`src/rtl/branch_redirect_ctrl_if.sv`:
```
// branch_redirect_ctrl_if: execute-side redirect request and PC/fetch control bundle
// master drives the branch decision and pipeline status, slave is the redirect sequencer.
interface branch_redirect_ctrl_if #(
  parameter int CNT_W = 16
) ();
  logic             ex_valid;
  logic             br_taken;
  logic [31:0]      br_target;
  logic             stall_in;
  logic             imem_ready;
  logic             pc_load;
  logic [31:0]      redirect_pc;
  logic             flush_if;
  logic             ex_kill;
  logic             busy;
  logic [CNT_W-1:0] redirect_count;
  modport master (
    output ex_valid, br_taken, br_target, stall_in, imem_ready,
    input  pc_load, redirect_pc, flush_if, ex_kill, busy, redirect_count
  );
  modport slave (
    input  ex_valid, br_taken, br_target, stall_in, imem_ready,
    output pc_load, redirect_pc, flush_if, ex_kill, busy, redirect_count
  );
endinterface

```
`src/rtl/branch_redirect_ctrl.sv`:
```
// branch_redirect_ctrl: turns an accepted taken branch into PC load, fetch flush and execute kill
// All outputs are Moore decodes of the registered state, target and counter.
module branch_redirect_ctrl #(
  parameter int FLUSH_CYCLES = 1,
  parameter int CNT_W        = 16
) (
  input logic                   clk,
  input logic                   rst_n,
  branch_redirect_ctrl_if.slave br
);
  typedef enum logic [1:0] {IDLE, HOLD, REDIRECT, DRAIN} state_t;
  localparam logic [2:0] DRAIN_INIT = 3'(FLUSH_CYCLES - 1);
  state_t           state_q, state_d;
  logic [31:0]      target_q, target_d;
  logic [2:0]       drain_q, drain_d;
  logic [CNT_W-1:0] count_q, count_d;
  logic             accept;
  // Branch inputs outside IDLE belong to wrong-path instructions and are ignored.
  assign accept = state_q == IDLE && br.ex_valid && br.br_taken;
  always_ff @(posedge clk) begin
    if (!rst_n) begin
      state_q  <= IDLE;
      target_q <= '0;
      drain_q  <= '0;
      count_q  <= '0;
    end else begin
      state_q  <= state_d;
      target_q <= target_d;
      drain_q  <= drain_d;
      count_q  <= count_d;
    end
  end
  always_comb begin
    state_d  = state_q;
    target_d = accept ? {br.br_target[31:1], 1'b0} : target_q;
    drain_d  = drain_q;
    count_d  = count_q;
    unique case (state_q)
      IDLE:     if (accept) state_d = br.stall_in ? HOLD : REDIRECT;
      HOLD:     if (!br.stall_in) state_d = REDIRECT;
      REDIRECT: if (br.imem_ready) begin
        count_d = &count_q ? count_q : count_q + 1'b1;
        drain_d = DRAIN_INIT;
        state_d = FLUSH_CYCLES == 1 ? IDLE : DRAIN;
      end
      DRAIN:    if (!br.stall_in) begin
        drain_d = drain_q - 1'b1;
        state_d = drain_q == 3'd1 ? IDLE : DRAIN;
      end
      default:  state_d = IDLE;
    endcase
  end
  assign br.pc_load        = state_q == REDIRECT;
  assign br.flush_if       = state_q != IDLE;
  assign br.ex_kill        = state_q != IDLE;
  assign br.busy           = state_q != IDLE;
  assign br.redirect_pc    = target_q;
  assign br.redirect_count = count_q;
endmodule

```
`src/flat_wrapper.sv`:
```
// flat-port wrapper written by rule: the top's interface ports become plain ports
module branch_redirect_ctrl_flat 
#(
  parameter int FLUSH_CYCLES = 1,
  parameter int CNT_W        = 16
)
  (clk, rst_n, br_ex_valid, br_br_taken, br_br_target, br_stall_in, br_imem_ready, br_pc_load, br_redirect_pc, br_flush_if, br_ex_kill, br_busy, br_redirect_count);
  branch_redirect_ctrl_if #(.CNT_W(CNT_W)) br_i ();
  input logic clk;
  input logic rst_n;
  input wire logic [$bits(br_i.ex_valid)-1:0] br_ex_valid;
  input wire logic [$bits(br_i.br_taken)-1:0] br_br_taken;
  input wire logic [$bits(br_i.br_target)-1:0] br_br_target;
  input wire logic [$bits(br_i.stall_in)-1:0] br_stall_in;
  input wire logic [$bits(br_i.imem_ready)-1:0] br_imem_ready;
  output wire logic [$bits(br_i.pc_load)-1:0] br_pc_load;
  output wire logic [$bits(br_i.redirect_pc)-1:0] br_redirect_pc;
  output wire logic [$bits(br_i.flush_if)-1:0] br_flush_if;
  output wire logic [$bits(br_i.ex_kill)-1:0] br_ex_kill;
  output wire logic [$bits(br_i.busy)-1:0] br_busy;
  output wire logic [$bits(br_i.redirect_count)-1:0] br_redirect_count;
  assign br_i.ex_valid = br_ex_valid;
  assign br_i.br_taken = br_br_taken;
  assign br_i.br_target = br_br_target;
  assign br_i.stall_in = br_stall_in;
  assign br_i.imem_ready = br_imem_ready;
  assign br_pc_load = br_i.pc_load;
  assign br_redirect_pc = br_i.redirect_pc;
  assign br_flush_if = br_i.flush_if;
  assign br_ex_kill = br_i.ex_kill;
  assign br_busy = br_i.busy;
  assign br_redirect_count = br_i.redirect_count;
  branch_redirect_ctrl #(.FLUSH_CYCLES(FLUSH_CYCLES), .CNT_W(CNT_W)) u_core (.clk(clk), .rst_n(rst_n), .br(br_i));
endmodule
```
`config.mk`:
```
export PLATFORM = sky130hd
export DESIGN_NAME = branch_redirect_ctrl_flat
export DESIGN_NICKNAME = d
export VERILOG_FILES = /design/src/rtl/branch_redirect_ctrl_if.sv /design/src/rtl/branch_redirect_ctrl.sv /design/src/flat_wrapper.sv
export SDC_FILE = /design/constraint.sdc
export NUM_CORES = 1
export LEC_CHECK = 0
export ABC_CLOCK_PERIOD_IN_PS = 1900
export BUFFER_PORTS_ARGS = -buffer_cell sky130_fd_sc_hd__buf_2
export CELL_PAD_IN_SITES_DETAIL_PLACEMENT = 1
export CELL_PAD_IN_SITES_GLOBAL_PLACEMENT = 2
export CORE_MARGIN = 10
export CORE_UTILIZATION = 23
export CTS_CLUSTER_SIZE = 30
export DETAILED_ROUTE_END_ITERATION = 7
export HOLD_SLACK_MARGIN = 0.05
export PLACE_DENSITY_LB_ADDON = 0.3
export SETUP_SLACK_MARGIN = 0.15
export SYNTH_ARGS = -nofsm -noshare
export SYNTH_HDL_FRONTEND = slang
export SYNTH_SLANG_ARGS = --single-unit
```
`constraint.sdc`:
```
create_clock -name clk -period 1.9 [get_ports clk]
set_clock_uncertainty 0.1 [all_clocks]
set_input_delay 0 -clock clk [delete_from_list [all_inputs] [get_ports clk]]
set_output_delay 0 -clock clk [all_outputs]
set_load 0.05 [all_outputs]
```
Word level (Yosys, flattened, before mapping)
Cells that the tools add are included.

Reduce and logical (&&, ||, !) cells: 9. Mux-type cells: 10. Bitwise logic cells: 1. $add $sub $neg: 2. Equal/unequal tests: 8.

Operator list (number): adder 16 x 1 -> 16 bit (second input constant) (1); AND reduction 16 bit (1); two-way mux 2 bit (6); case mux 2 bit (4 select lines) (1); two-way mux 3 bit (2); != test 2 bit (second input constant) (3); case mux 3 bit (2 select lines) (1); AND reduction 3 bit (2); == test 2 bit (second input constant) (2); AND reduction 4 bit (1); nonzero test 2 bit (2); == test 3 x 1 -> 1 bit (second input constant) (1); subtractor 3 x 1 -> 3 bit (second input constant) (1); == test 2 x 1 -> 1 bit (second input constant) (1); logical AND 1 bit (2); logical NOT 2 bit (1); != test 2 x 1 -> 1 bit (second input constant) (1); inverter 1 bit (1).

Output and inout bits: 52. Bits in registers: 52. Word-level logic and storage cells: 34. Bits of input ports: 38.

Logic depth before layout (Yosys ltp)
Depth after elaboration: 5. Mapped depth: 7. Gate-level depth less buffers: 5.

Worst setup path after synthesis
No wires, ideal clock.

Path kind: reg2reg. Start: reg u_core.count_q[0], in the netlist u_core.br.redirect_count[0]. End: reg u_core.count_q[1], in the netlist u_core.br.redirect_count[1]. Setup slack: -0.357 ns. Buffers on the path: 2. Required time: 1.730 ns. Stages on the path, launching flop included: 8. Arrival: 2.087 ns. Clock period less this slack: 2.257 ns. Setup time: 0.070 ns. Cells stage by stage: dfxtp_1 -> ha_1 -> nand3_1 -> nor4_1 -> buf_2 -> buf_4 -> o21ai_0 -> a21oi_1.

Longest elaborated chain between the ends: 3. Elaborated cells between the ends (all ways): 4. Classes of those cells: 1 x add/sub; 1 x bitwise; 2 x reduce/logical.

Ends and longest elaborated chain: start: declaration (line branch_redirect_ctrl.sv:16) `logic [CNT_W-1:0] count_q, count_d;`; start signal: assignment (line branch_redirect_ctrl.sv:30) `count_q <= count_d;`; parallel branches: the longest is 3 deep, another holds adder 16 x 1 -> 16 bit.

Parallel ways; which one is timed is not known. A chain may end at the register's enable or synchronous reset.

Final worst setup path
Start: reg u_core.state_q[0]. End: reg u_core.count_q[13], in the netlist u_core.br.redirect_count[13].

Longest elaborated chain between the ends: 2.

Ends and longest elaborated chain: start: declaration (line branch_redirect_ctrl.sv:13) `state_t state_q, state_d;`; start signal: assignment (line branch_redirect_ctrl.sv:27) `state_q <= state_d;`; == test 2 bit (line branch_redirect_ctrl.sv:38) `unique case (state_q)`; AND reduction 3 bit (no source line).

No other way between the ends.

==> key figures <==
Yosys
  – Yosys reg bits: 52
  – Syn Std Cell Area: 2230 um2
  – Mean Syn Cell Area: 7.98 um2
  – Post-Synthesis Cells: 280
  – Number of synthesized flops with an enable pin: 0
  – Cell variety after synth: 42
  – Async S/R FF share, synth: 0%
  – Syn Nets: 321
  – Area leader, netlist: dfxtp_1
  – Post-synthesis sequential area ratio: 46.6%
  – Most used DFF post-synth: dfxtp_1
  – Synth Warn #: 0
  – Yosys top cell area share: 46.6%
  – Main area contributors after synthesis: dfxtp_1 47%, nand2_1 12%, a21oi_1 11%

Clock network
  – H-tree depth: 2
  – Sink Count: 52
  – Clock transition at path regs: 0.10 ns
  – Clk_lat worst skew: 0.30 ns
  – Total CTS buffers: 5
  – Clk buf depth: 2
  – CTS tree: done
  – Root Buffer: clkbuf_8

Worst setup path
  – WP data required: 2.04 ns
  – Setup crit start kind: register
  – Data arrival, critical path: 1.89 ns
  – Endpoint class of the critical path: register
  – Crit Path Category: register to register
  – CP max FO: 4

Timing
  – Final hold viol count: 0
  – Post-route setup TNS: 0 ns
  – Final hold slack: 0.0610 ns
  – Pins over their slew limit: 0
  – Tcrit/Tclk final: 92.4%
  – RSZ-0062 raised after global routing: true
  – Max Clk Rate: 0.570 GHz
  – Fin crit period: 1.75 ns
  – Final setup violation count: 0

Route
  – ANT nets after route: 0
  – Drt first pass iters: 4
  – Remaining DRCs: 0
  – Iter 0 DRT Violations: 94
  – Routed WL: 7.87 mm
  – WL per Instance: 14.6 um
  – Vias per inst: 4.59
  – Vias: 2467

Global route
  – Pin count of the biggest net entering global routing: 32
  – Antenna violations before repair: 0
  – Overall routing resource usage: 11.1%
  – First-pass GRT wire length: 13.3 mm
  – Vias in the first global route: 2625
  – GRT overflow: 0

Pwr
  – Switching pwr: 0.667 mW
  – Pwr dens: 637 nW/um2
  – Logic gate share of total power: 18.8%
  – Cell-internal power: 1.59 mW
  – Clock network fraction of total power: 31.6%
  – Worst vdd ir: 0.266 mV
  – Leak Pwr: 1.46 nW
  – Sw frac: 29.5%
  – Reg power frac: 49.6%

Status
  – Status: completed

Placement
  – Dpl cell area: 2940 um2
  – IO buf count: 87
  – DPL Wire Length: 5.40 mm
  – Placer congestion estimate: 0.758

Layout
  – ANT cells: 0
  – Most common cell after layout, fill and taps aside: buf_2
  – Layout filler cell count: 1139
  – Share of cells above drive strength 1: 36.4%
  – Commonest non-fill, non-tap cells in the layout: 87 x buf_2, 69 x nand2_1, 46 x a21oi_1
  – Final instance area: 3540 um2
  – # nets final: 449
  – Area growth syn-to-layout: 58.6%

Hold path
  – Hold Path Class: primary input to register

Floorplanning
  – Die Ht: 119 um
  – Row count: 35
  – Die Area: 14100 um2
  – Starting Density: 23.8%
  – Ports: 90
  – Core region area: 9370 um2
  – Die width: 119 um

Job
  – Max-Cap Viols: 0
-- per-stage QoR --
| stage | instances | power, mW | setup slack [ns] | utilization, % |
|---|---|---|---|---|
| after floorplan | 280 | 1.39 | 0.137 | - |
| after global placement | 487 | 1.50 | 0.149 | 31.4 |
| after detailed placement | 487 | 1.51 | 0.130 | 31.4 |
| after CTS | 534 | 2.30 | 0.149 | 36.8 |
| after global routing | 538 | 2.38 | 0.0623 | 37.8 |
| final | 538 | 2.26 | 0.145 | 37.8 |
-- final timing paths --
check	to	startpoint	slack, ns	depth (start not counted)
setup / recovery	u_core.br.redirect_count[13]$_SDFFE_PN0P_	u_core.state_q[0]$_SDFFE_PN0P_	0.15	4
hold / removal	u_core.drain_q[0]$_SDFFE_PN0P_	br_imem_ready	0.06	4
setup reg to reg	u_core.br.redirect_count[13]$_SDFFE_PN0P_	u_core.state_q[0]$_SDFFE_PN0P_	0.15	4
hold reg to reg	u_core.br.redirect_pc[29]$_SDFFE_PN0P_	u_core.br.redirect_pc[29]$_SDFFE_PN0P_	0.35	2
-- registers in the layout (all words and copies together) (netlist names) --
signal / flops
u_core.state_q: 2
u_core.br.redirect_count: 16
u_core.br.redirect_pc: 31
u_core.drain_q: 3
-- cell families (layout without fill, tap and decap cells) --
family	count (synthesis)	after routing	share of synthesized area [%]
buffers and inverters	29	158	5.60
AOI/OAI and AO/OA	75	75	18.8
and+or+nand+nor	118	118	26.4
other	1	1	0.168
muxes	1	1	0.448
adders and majority gates	3	3	1.68
xor gates and xnor gates	1	1	0.392
DFF	52	52	46.6
-- cell usage after synthesis, types with 3 or more instances --
cell and n:
nand2_1 69, dfxtp_1 52, a21oi_1 49, clkbuf_1 14, o21ai_0 11, inv_1 8
o31ai_1 7, or4_1 7, nand3_1 6, buf_4 4, nor2b_1 4, and3_1 3
ha_1 3, nand4_1 3, nand4b_1 3, nor2_1 3, nor3_1 3, or3_1 3
-- final cells by class --
type                            instances  area, um2  share of cell area [%]
Clock buffer                            7       97.6                    2.75
Timing Repair Buffer                  142        972                    27.4
Inverter                                8       30.0                   0.847
Sequential cell                        52       1100                    31.1
Tap cell                              129        161                    4.55
Multi-Input combinational cell        199       1180                    33.2
Clock inverter                          1       5.00                   0.141
-- metal layers --
layer	wire (um)	vias up	track usage, %
li1	-	1226	-
met1	3410	1170	12.4
met2	3760	63	19.0
met3	595	8	4.57
met4	101	0	3.21
met5	0	-	0
-- repair_timing --
| item | in CTS | in global routing |
|---|---|---|
| hold buffers | 35 | 0 |
| gates resized for setup | 3 | 14 |
| hold endpoints to repair | 39 | 0 |
| endpoints found under the setup margin | 4 | 12 |
| setup buffers | 4 | 4 |
| pin swaps | 0 | 2 |
-- power groups by stage --
stage          Clock, mW  Sequential [mW]  Combinational, mW
2_1_floorplan          0             1.26              0.128
3_3_place_gp           0             1.14              0.361
3_5_place_dp           0             1.15              0.364
4_1_cts            0.756             1.12              0.423
5_1_grt            0.795             1.13              0.462
6_report           0.715             1.12              0.424
-- worst max-delay path, stage by stage (launching register included) --
cell and delay, ns:
dfxtp_1 0.32, nand4b_1 0.19, or4_4 0.54, or4_4 0.44
a21oi_2 0.12
Power figures use the tool's default switching activity.
